===== src/rtl/spis_pkg.sv =====
`default_nettype none
// ============================================================================
// Module      : spis_pkg
// Description : Shared opcodes, FSM states and phase lengths for the SPI
//               slave register bridge.
// Revision    : 1.0 - initial release
// ============================================================================
package spis_pkg;

    // Default opcodes of the register-access protocol
    localparam logic [7:0] SPIS_CMD_WR = 8'h2F;
    localparam logic [7:0] SPIS_CMD_RD = 8'h10;

    // Phase lengths in SPI bits
    localparam int unsigned CMD_BITS   = 8;
    localparam int unsigned ADDR_BITS  = 32;
    localparam int unsigned DATA_BITS  = 32;
    localparam int unsigned DUMMY_BITS = 8;

    typedef enum logic [2:0] {
        ST_IDLE   = 3'd0,
        ST_CMD    = 3'd1,
        ST_ADDR   = 3'd2,
        ST_WDATA  = 3'd3,
        ST_DUMMY  = 3'd4,
        ST_RDATA  = 3'd5,
        ST_IGNORE = 3'd6
    } spis_state_e;

    // Bit-counter value reached on the last bit of a phase
    function automatic logic [5:0] phase_last(input spis_state_e st);
        case (st)
            ST_CMD:   phase_last = 6'(CMD_BITS - 1);
            ST_ADDR:  phase_last = 6'(ADDR_BITS - 1);
            ST_WDATA: phase_last = 6'(DATA_BITS - 1);
            ST_DUMMY: phase_last = 6'(DUMMY_BITS - 1);
            ST_RDATA: phase_last = 6'(DATA_BITS - 1);
            default:  phase_last = 6'd0;
        endcase
    endfunction

endpackage
`default_nettype wire


===== src/rtl/spis_sync_edge.sv =====
`default_nettype none
// ============================================================================
// Module      : spis_sync_edge
// Description : N-stage synchronizer for an asynchronous pin with rise/fall
//               pulses derived from the last two stages.
// Revision    : 1.0 - initial release
// ============================================================================
module spis_sync_edge #(
    parameter int   STAGES  = 2,
    parameter logic RST_VAL = 1'b0
) (
    input  logic clk,
    input  logic rst_n,
    input  logic async_in,
    output logic rise,
    output logic fall
);

    logic [STAGES-1:0] r_sync;

    // Shift the pin through the synchronizer chain
    always_ff @(posedge clk or negedge rst_n) begin
        if (!rst_n) begin
            r_sync <= {STAGES{RST_VAL}};
        end else begin
            r_sync <= {r_sync[STAGES-2:0], async_in};
        end
    end

    // Newer stage differs from the oldest stage -> single-cycle edge pulse
    assign rise =  r_sync[STAGES-2] & ~r_sync[STAGES-1];
    assign fall = ~r_sync[STAGES-2] &  r_sync[STAGES-1];

endmodule
`default_nettype wire


===== src/rtl/spis_reg_bridge.sv =====
`default_nettype none
// ============================================================================
// Module      : spis_reg_bridge
// Description : Oversampled SPI slave that turns each write/read frame into
//               one 32-bit register-bus cycle.
// Revision    : 1.0 - initial release
// ============================================================================
module spis_reg_bridge
    import spis_pkg::*;
#(
    parameter int          SYNC_STAGES = 2,
    parameter logic [7:0]  CMD_WR      = spis_pkg::SPIS_CMD_WR,
    parameter logic [7:0]  CMD_RD      = spis_pkg::SPIS_CMD_RD,
    parameter logic [31:0] ERR_DATA    = 32'hDEAD_BEEF
) (
    input  logic        mclk,
    input  logic        reset_n,
    input  logic        spi_clk,
    input  logic        spi_sel_n,
    input  logic        spi_din,
    output logic        spi_dout,
    output logic        spi_dout_en,
    output logic        reg_cs,
    output logic        reg_wr,
    output logic [31:0] reg_addr,
    output logic [31:0] reg_wdata,
    output logic [3:0]  reg_be,
    input  logic [31:0] reg_rdata,
    input  logic        reg_ack
);

    // ------------------------------------------------------------------
    // Pin synchronization
    // ------------------------------------------------------------------
    logic w_sclk_rise, w_sclk_fall, w_sel_rise, w_sel_fall;
    logic [SYNC_STAGES-1:0] r_din_sync;
    logic w_din;

    spis_sync_edge #(.STAGES(SYNC_STAGES), .RST_VAL(1'b0)) u_sync_sclk (
        .clk      (mclk),
        .rst_n    (reset_n),
        .async_in (spi_clk),
        .rise     (w_sclk_rise),
        .fall     (w_sclk_fall)
    );

    // Select resets to the deselected level so reset release is not a frame start
    spis_sync_edge #(.STAGES(SYNC_STAGES), .RST_VAL(1'b1)) u_sync_sel (
        .clk      (mclk),
        .rst_n    (reset_n),
        .async_in (spi_sel_n),
        .rise     (w_sel_rise),
        .fall     (w_sel_fall)
    );

    // Data pin only needs the synchronizer, no edge detect
    always_ff @(posedge mclk or negedge reset_n) begin
        if (!reset_n) begin
            r_din_sync <= '0;
        end else begin
            r_din_sync <= {r_din_sync[SYNC_STAGES-2:0], spi_din};
        end
    end
    assign w_din = r_din_sync[SYNC_STAGES-1];

    // ------------------------------------------------------------------
    // Frame parser state
    // ------------------------------------------------------------------
    spis_state_e r_state;
    logic [5:0]  r_bit_cnt;
    logic [31:0] r_shift;
    logic        r_is_rd;
    logic [31:0] r_frame_addr;
    logic [31:0] r_rd_shift;
    logic        r_rd_got;

    // Bus-side state
    logic        r_pend;
    logic        r_pend_wr;
    logic        r_pend_cur;
    logic [31:0] r_pend_addr;
    logic [31:0] r_pend_wdata;
    logic        r_bus_cur;

    logic [31:0] w_sampled;
    logic        w_last;
    logic        w_addr_done;
    logic        w_wdata_done;
    logic        w_rd_req;
    logic        w_wr_req;
    logic        w_req;
    logic [31:0] w_req_addr;
    logic        w_enter_rdata;
    logic        w_frame_end;
    logic        w_drop_cur;
    logic        w_cap;
    logic [31:0] w_rd_load;

    assign w_sampled     = {r_shift[30:0], w_din};
    assign w_last        = (r_bit_cnt == phase_last(r_state));
    assign w_addr_done   = (r_state == ST_ADDR)  && w_sclk_rise && w_last && !w_sel_rise;
    assign w_wdata_done  = (r_state == ST_WDATA) && w_sclk_rise && w_last && !w_sel_rise;
    assign w_rd_req      = w_addr_done && r_is_rd;
    assign w_wr_req      = w_wdata_done;
    assign w_req         = w_rd_req || w_wr_req;
    assign w_req_addr    = w_wr_req ? r_frame_addr : w_sampled;
    assign w_enter_rdata = (r_state == ST_DUMMY) && w_sclk_rise && w_last && !w_sel_rise && r_is_rd;
    assign w_frame_end   = (r_state != ST_IDLE) && w_sel_rise;
    // Once the read phase starts (or the frame dies) a later ack is stale
    assign w_drop_cur    = w_enter_rdata || w_frame_end;
    // Read data belongs to this frame only while the frame still awaits it
    assign w_cap         = reg_cs && reg_ack && !reg_wr && r_bus_cur;
    assign w_rd_load     = w_cap ? reg_rdata : (r_rd_got ? r_rd_shift : ERR_DATA);

    // Frame FSM: bit counting, shifting, and registered SPI output
    always_ff @(posedge mclk or negedge reset_n) begin
        if (!reset_n) begin
            r_state      <= ST_IDLE;
            r_bit_cnt    <= 6'd0;
            r_shift      <= 32'd0;
            r_is_rd      <= 1'b0;
            r_frame_addr <= 32'd0;
            r_rd_shift   <= 32'd0;
            r_rd_got     <= 1'b0;
            spi_dout     <= 1'b0;
            spi_dout_en  <= 1'b0;
        end else begin
            if (w_cap) begin
                r_rd_shift <= reg_rdata;
                r_rd_got   <= 1'b1;
            end
            if (r_state == ST_IDLE) begin
                spi_dout    <= 1'b0;
                spi_dout_en <= 1'b0;
                if (w_sel_fall) begin
                    r_state   <= ST_CMD;
                    r_bit_cnt <= 6'd0;
                end
            end else if (w_sel_rise) begin
                r_state     <= ST_IDLE;
                r_bit_cnt   <= 6'd0;
                spi_dout    <= 1'b0;
                spi_dout_en <= 1'b0;
            end else begin
                case (r_state)
                    ST_CMD, ST_ADDR, ST_WDATA, ST_DUMMY: begin
                        if (w_sclk_rise) begin
                            r_shift <= w_sampled;
                            if (!w_last) begin
                                r_bit_cnt <= r_bit_cnt + 6'd1;
                            end else begin
                                r_bit_cnt <= 6'd0;
                                case (r_state)
                                    ST_CMD: begin
                                        if (w_sampled[7:0] == CMD_WR || w_sampled[7:0] == CMD_RD) begin
                                            r_state <= ST_ADDR;
                                            r_is_rd <= (w_sampled[7:0] == CMD_RD);
                                        end else begin
                                            r_state <= ST_IGNORE;
                                        end
                                    end
                                    ST_ADDR: begin
                                        r_frame_addr <= w_sampled;
                                        if (r_is_rd) begin
                                            r_state  <= ST_DUMMY;
                                            r_rd_got <= 1'b0;
                                        end else begin
                                            r_state  <= ST_WDATA;
                                        end
                                    end
                                    ST_WDATA: r_state <= ST_DUMMY;
                                    default: begin
                                        if (r_is_rd) begin
                                            r_state     <= ST_RDATA;
                                            r_rd_shift  <= w_rd_load;
                                            spi_dout    <= w_rd_load[31];
                                            spi_dout_en <= 1'b1;
                                        end else begin
                                            r_state <= ST_IGNORE;
                                        end
                                    end
                                endcase
                            end
                        end
                    end
                    ST_RDATA: begin
                        // Counter counts master sample edges; the falling edge
                        // that follows the last dummy bit must not advance,
                        // otherwise bit31 would never be sampled.
                        if (w_sclk_rise) begin
                            if (w_last) begin
                                r_state     <= ST_IGNORE;
                                r_bit_cnt   <= 6'd0;
                                spi_dout    <= 1'b0;
                                spi_dout_en <= 1'b0;
                            end else begin
                                r_bit_cnt <= r_bit_cnt + 6'd1;
                            end
                        end else if (w_sclk_fall && r_bit_cnt != 6'd0) begin
                            r_rd_shift <= {r_rd_shift[30:0], 1'b0};
                            spi_dout   <= r_rd_shift[30];
                        end
                    end
                    default: begin
                        // IGNORE: wait for deselect
                    end
                endcase
            end
        end
    end

    // Bus master: issue requests, queue one behind an outstanding cycle
    always_ff @(posedge mclk or negedge reset_n) begin
        if (!reset_n) begin
            reg_cs       <= 1'b0;
            reg_wr       <= 1'b0;
            reg_addr     <= 32'd0;
            reg_wdata    <= 32'd0;
            r_pend       <= 1'b0;
            r_pend_wr    <= 1'b0;
            r_pend_cur   <= 1'b0;
            r_pend_addr  <= 32'd0;
            r_pend_wdata <= 32'd0;
            r_bus_cur    <= 1'b0;
        end else begin
            if (reg_cs && reg_ack) begin
                reg_cs    <= 1'b0;
                r_bus_cur <= 1'b0;
            end
            if (w_drop_cur) begin
                r_bus_cur  <= 1'b0;
                r_pend_cur <= 1'b0;
            end
            if (w_req) begin
                if (!reg_cs && !r_pend) begin
                    reg_cs    <= 1'b1;
                    reg_wr    <= w_wr_req;
                    reg_addr  <= w_req_addr;
                    if (w_wr_req) begin
                        reg_wdata <= w_sampled;
                    end
                    r_bus_cur <= w_rd_req;
                end else begin
                    r_pend       <= 1'b1;
                    r_pend_wr    <= w_wr_req;
                    r_pend_addr  <= w_req_addr;
                    r_pend_wdata <= w_sampled;
                    r_pend_cur   <= w_rd_req;
                end
            end else if (r_pend && !reg_cs) begin
                reg_cs    <= 1'b1;
                reg_wr    <= r_pend_wr;
                reg_addr  <= r_pend_addr;
                if (r_pend_wr) begin
                    reg_wdata <= r_pend_wdata;
                end
                r_bus_cur <= r_pend_cur;
                r_pend    <= 1'b0;
            end
        end
    end

    assign reg_be = 4'hF;

endmodule
`default_nettype wire

===== config.mk =====
export PLATFORM = sky130hd
export DESIGN_NAME = spis_reg_bridge
export DESIGN_NICKNAME = d
export VERILOG_FILES = /design/src/rtl/spis_pkg.sv /design/src/rtl/spis_sync_edge.sv /design/src/rtl/spis_reg_bridge.sv
export SDC_FILE = /design/constraint.sdc
export NUM_CORES = 1
export LEC_CHECK = 0
export ABC_CLOCK_PERIOD_IN_PS = 8200
export CELL_PAD_IN_SITES_DETAIL_PLACEMENT = 0
export CELL_PAD_IN_SITES_GLOBAL_PLACEMENT = 1
export CORE_MARGIN = 1.5
export CORE_UTILIZATION = 49
export DETAILED_ROUTE_END_ITERATION = 10
export GPL_TIMING_DRIVEN = 0
export PLACE_DENSITY = 0.81
export SYNTH_ARGS = -nofsm -noshare
export SYNTH_HDL_FRONTEND = slang
export SYNTH_HIERARCHICAL = 1
export SYNTH_SLANG_ARGS = --single-unit

===== constraint.sdc =====
create_clock -name mclk -period 8.2 [get_ports mclk]
set_clock_uncertainty 0.1 [all_clocks]
set_input_delay 1.64 -clock mclk [delete_from_list [all_inputs] [get_ports mclk]]
set_output_delay 1.64 -clock mclk [all_outputs]
set_load 0.03 [all_outputs]

==> out/qor.yml, run 1 <==
hold_buffers: 0
synth_cell_types: 65
detail-route-antenna-nets: 0
drt_wl_total_um: 26790
fmax_ghz: 0.2607
synth_ff_type: "dfrtp_1"
drtIter0Drc: 491
viasPerCell: 5.496
peakVddDrop_mv: 0.1423
grtUsageTotal_pct: 22.73
drive_above_1_share_pct: 19.88
ys_async_sr_fraction_pct: 100.0
wl_met2_um: 12360
powerDensity_nw_per_um2: 223.0
synth.most_common_cell: "dfrtp_1"
critical_path_required_ps: 8540
rsz0062_at_grt: "false"
post-dp-hpwl_um: 18080
crit_type: "flip-flop to flip-flop"
nFillCells: 1930
rows: 55
fp.dieW_um: 156.1
yosys_warnings: 6
fin_nets: 1225
clock-root-buffer: "clkbuf_16"
vias: 8326
crit_start: "r_state[2]"
whs_ps: 258.0
core_um2: 22850
cts_tree: "done"
synth.yosys.seq_area_share_pct: 54.05
grt_max_degree: 114
maxCapViolCount: 0
cts_made_buffers: 26
hold_viol: 0
insertion_delay_ps: 540
synth-edff-count: 0
htreeDepth: 1
area_growth_pct: 20.94
synth.top_cells.by_area: "dfrtp_1 (54%), mux2_2 (14%), nand2_1 (4.4%)"
drtPass1Iterations: 5
post-cts-setup-buffer-count: 0
die_area_um2: 24370
final_util_pct: 60.80
rr_worst_depth: 12
synth_area_um2: 11490
synth_top_area_share_pct: 53.59
timing.final.crit_share_pct: 46.78
syn_avg_cell_area_um2: 10.98
diodes: 0
endpoint_kind: "flip-flop"
worst-path-max-fanout: 10
r2r-end: "reg_addr[8]"
met3_length_um: 1167
crit_arrival_ps: 4180
ys_seq_elements: 248
drc: 0
synth_common_cells: "dfrtp_1 (246), mux2_2 (142), nand2_1 (136), a21oi_1 (88), nor2_1 (82)"
finalSetupViolCount: 0
status: "complete, no violations"
min_period_ps: 3836
wl_met1_um: 12710
cts.sinks: 248
grt_pass1_vias: 8341
io_buffers: 105
yosysTopAreaCell: "dfrtp_1"
slew_violations: 0
start_util_pct: 50.27
cts_buffer_depth: 3
routabilityCongestion: 0.8750
hold_class: "flip-flop to flip-flop"
slew_headroom_pct: 41.12
die_h_um: 156.1
gr-total-overflow: 0
critical_path.reg2reg.startpoint: "r_state[2]"
post_cts_resized: 0
p_leak_nw: 6.671
r2r_slack_ps: 4360
antenna_found_initial: 0
tightestPinTransition_ps: 876.5
io_pins: 110
grt_pass1_wl_um: 44300
cp-start-kind: "flip-flop"
synth_cells: 1046
tns_ps: 0
top_layer_used: "met4"
worstSetupEndpoint: "reg_addr[8]"
path_clk_slew_ps: 70
wire_per_inst_um: 17.68
[worst max-delay path: stages, from the launching register on]
cell      delay, ps
dfrtp_1         330
buf_4           170
clkbuf_1        390
inv_1           150
ha_1            220
clkbuf_1        270
o21ba_2         330
o221ai_2        310
buf_2           370
buf_2           360
clkbuf_1        480
nand3_1         130
o211ai_1        110
[layer usage]
layer,vias up,GRT usage (%)
li1,3985,-
met1,4109,33.43
met2,192,36.00
met3,40,2.833
met4,0,5.306
met5,-,0
[where the power goes]
group,leakage (nW),total (mW),switching [mW],internal (mW)
combinational,2.82,0.554,0.352,0.201
sequential,3.43,1.33,0.0574,1.27
clock,0.426,1.22,0.492,0.724
total,6.67,3.10,0.901,2.20
[worst min path at each step]
stage,endpoint,startpoint,slack [ps],cells after the start
CTS,r_din_sync[1],r_din_sync[0],270,0
detailed placement,r_din_sync[1],r_din_sync[0],240,0
floorplan,r_din_sync[1],r_din_sync[0],230,0
global route,r_din_sync[1],r_din_sync[0],260,0
global placement,r_din_sync[1],r_din_sync[0],240,0
finish,r_din_sync[1],r_din_sync[0],260,0
[flip-flops by register name, indices dropped and copies added (netlist names), 2 cells and up]
register,flops
reg_wdata,32
r_frame_addr,32
r_din_sync,2
r_pend_wdata,32
r_shift,31
u_sync_sel/r_sync,2
r_pend_addr,32
r_state,3
r_bit_cnt,6
reg_addr,32
u_sync_sclk/r_sync,2
r_rd_shift,32
[layout make-up]
type                    count  area [µm²]  area share (%)
repair buffers            107        1111           7.999
inverters                  13       48.80          0.3513
flip-flops and latches    248        6208           44.69
clock buffers              34       730.7           5.260
clock inverters            12       160.2           1.153
well taps                 313       391.6           2.819
multi-input cells         716        4911           35.35
plain buffers              72       329.1           2.369
[cells in the final DEF, fill, tap and decap left out, types with 8 or more instances in the layout]
master           Yosys  routed
nor2_1              82      82
buf_4                8       8
clkbuf_1            34      37
inv_1               13      13
o21ai_0             23      23
nand4_1              8       8
mux2_1              17      17
a22oi_1              8       8
mux2i_1             34      34
buf_2               23      23
or3_1               10      10
o211ai_1            32      32
dfrtp_1            246     246
nand3_1             49      49
a21oi_1             88      88
clkbuf_16            0      26
clkdlybuf4s50_1      0     104
nand2_1            136     136
mux2_2             142     142
[stage by stage]
step,setup WS (ps),power (mW),instances,cell area (µm²)
CTS,4422,3.115,1515,13890
global route,4100,3.240,1515,13890
finish,4364,3.098,1515,13890
detailed placement,4093,1.900,1469,13000
floorplan,5120,1.709,1049,11500
global placement,-5436,1.896,1467,12940
[cell families (layout without fill, tap and decap cells)]
logic type	count (synthesis)	count (layout)	synth area share, %
flip-flops	248	248	54.05
adder cells (fa/ha/maj)	4	4	0.4140
other	1	4	0.03265
multiplexers	194	194	18.75
buffers and inverters	85	238	3.290
AND/OR/NAND/NOR	318	318	12.52
XOR/XNOR	1	1	0.07627
AO/OA/AOI/OAI	195	195	10.87
Note: power is estimated with default switching activity, not from simulation.
==> run 2, diff against run 1 <==
Settings changed: ABC_CLOCK_PERIOD_IN_PS 8200 to 3790, CORE_UTILIZATION 49 to 46, PLACE_DENSITY 0.81 to 0.76.
Clock period 8.2 ns to 3.79 ns, I/O delays scaled along.
==> out/qor.yml, run 2 (synthesis results as in run 1) <==
maxCapViolCount: 0  # unchanged
grt_max_degree: 94  # -18%
drtPass1Iterations: 7  # +2
hold_buffers: 0  # unchanged
cp-start-kind: "flip-flop"
io_buffers: 105  # unchanged
r2r_slack_ps: 390  # -3970 ps
tns_ps: 0  # unchanged
worst-path-max-fanout: 19  # +9
routabilityCongestion: 0.8548  # -2.3%
powerDensity_nw_per_um2: 485.0  # +120%
min_period_ps: 3397  # -439.3 ps
drc: 0  # unchanged
wire_per_inst_um: 17.94  # +1.5%
path_clk_slew_ps: 60  # about the same
dp_cells: 1480  # +0.75%
diodes: 0  # unchanged
total_power_mw: 6.770  # +120%
grtUsageTotal_pct: 21.63  # -1.1 points
die_h_um: 161.0  # +3.1%
fp.dieW_um: 161.0  # +3.1%
slew_headroom_pct: 54.88  # +14 points
grt_pass1_vias: 8334  # -0.084%
cts_buffer_depth: 3  # unchanged
tightestPinTransition_ps: 676.8  # -199.7 ps
p_leak_nw: 6.721  # +0.75%
critical_path.reg2reg.startpoint: "r_state[2]"
area_growth_pct: 21.53
rows: 57  # +3.6%
detail-route-antenna-nets: 0  # unchanged
drt_wl_total_um: 27430  # +2.4%
status: "complete, no violations"
hold_viol: 0  # unchanged
vias: 8337  # +0.13%
final_common_cell: "dfrtp_1"
peakVddDrop_mv: 0.2860  # +100%
crit_arrival_ps: 3740  # -440 ps
fin_nets: 1226  # +0.082%
cts_tree: "done"
drtIter0Drc: 474  # -3.5%
critical_path_required_ps: 4130  # -4410 ps
fmax_ghz: 0.2944  # +13%
insertion_delay_ps: 550  # about the same
r2r-end: "reg_wdata[18]"
rr_worst_depth: 10  # -2
io_pins: 110  # unchanged
start_util_pct: 47.09  # -3.2 points
post-cts-setup-buffer-count: 0  # unchanged
post-dp-hpwl_um: 18410  # +1.8%
endpoint_kind: "flip-flop"
crit_type: "flip-flop to flip-flop"
cts_made_buffers: 28  # +7.7%
gr-total-overflow: 0  # unchanged
die_area_um2: 25930  # +6.4%
htreeDepth: 1  # unchanged
drive_above_1_share_pct: 20.41  # +0.53 points
core_um2: 24390  # +6.8%
grt_pass1_wl_um: 45130  # +1.9%
clock-root-buffer: "clkbuf_16"
viasPerCell: 5.453  # -0.78%
timing.final.crit_share_pct: 89.63  # +43 points
rsz0062_at_grt: "false"
cts.sinks: 248  # unchanged
hold_class: "input port to asynchronous set/reset pin"
stdcell_count: 1529  # +0.92%
layout_common_cells: "dfrtp_1 (246), mux2_2 (142), nand2_1 (136), clkdlybuf4s50_1 (104), a21oi_1 (88)"
slew_violations: 0  # unchanged
antenna_found_initial: 0  # unchanged
finalSetupViolCount: 0  # unchanged
==> run 2: repair_timing <==
action,CTS,global route
setup endpoints to repair,1,149
cloned,0,0
resized for setup,1,5
==> run 2: metal layers <==
| metal | global-route usage (%) | share of wire [%] | vias up |
|---|---|---|---|
| met5 | 0 | 0 | - |
| met4 | 4.419 | 1.6 | 0 |
| met3 | 3.107 | 4.3 | 36 |
| met2 | 34.37 | 46 | 180 |
| met1 | 31.73 | 48 | 4140 |
| li1 | - | - | 3981 |
==> run 2: worst max path at each step <==
stage	depth (start not counted)	slack (ps)	end	start
2_1_floorplan	11	710	reg_wdata[10]	r_state[2]
3_3_place_gp	1	-9180	r_pend_addr[9]	reset_n
3_5_place_dp	12	7	reg_addr[9]	r_state[2]
4_1_cts	11	40	r_rd_shift[29]	r_state[2]
5_1_grt	10	210	reg_wdata[19]	r_state[2]
6_report	10	390	reg_wdata[18]	r_state[2]
==> run 2: power by group <==
part / switching [mW] / internal (mW)
sequential: 0.130 / 2.75
clock: 1.12 / 1.57
combinational: 0.767 / 0.433
==> run 2: cell type report <==
| cell class | count | area (µm²) |
|---|---|---|
| Fill cell | 2135 | 10430 |
| Sequential cell | 248 | 6208 |
| Multi-Input combinational cell | 716 | 4922 |
| Timing Repair Buffer | 107 | 1111 |
| Clock buffer | 39 | 812.0 |
| Tap cell | 324 | 405.4 |
| Buffer | 71 | 329.1 |
| Clock inverter | 11 | 121.4 |
| Inverter | 13 | 48.80 |
==> run 2: metrics by stage <==
step	cell area [µm²]	util [%]	hold slack, ps	setup slack, ps
6_report	13960	57.23	69.75	393.1
2_1_floorplan	11500	-	231.2	710.0
3_3_place_gp	12950	53.11	237.0	-9184
4_1_cts	13950	57.19	105.7	38.68
3_5_place_dp	13010	53.35	234.7	7.352
5_1_grt	13960	57.23	125.7	211.6
==> run 2: critical path: stages, from the launching register on <==
cell and delay (ps):
dfrtp_1 370, buf_4 200, inv_1 120, ha_1 170, clkbuf_1 470, nor3_4 140
o221ai_2 380, buf_2 360, buf_2 350, mux2_2 370, mux2_2 260
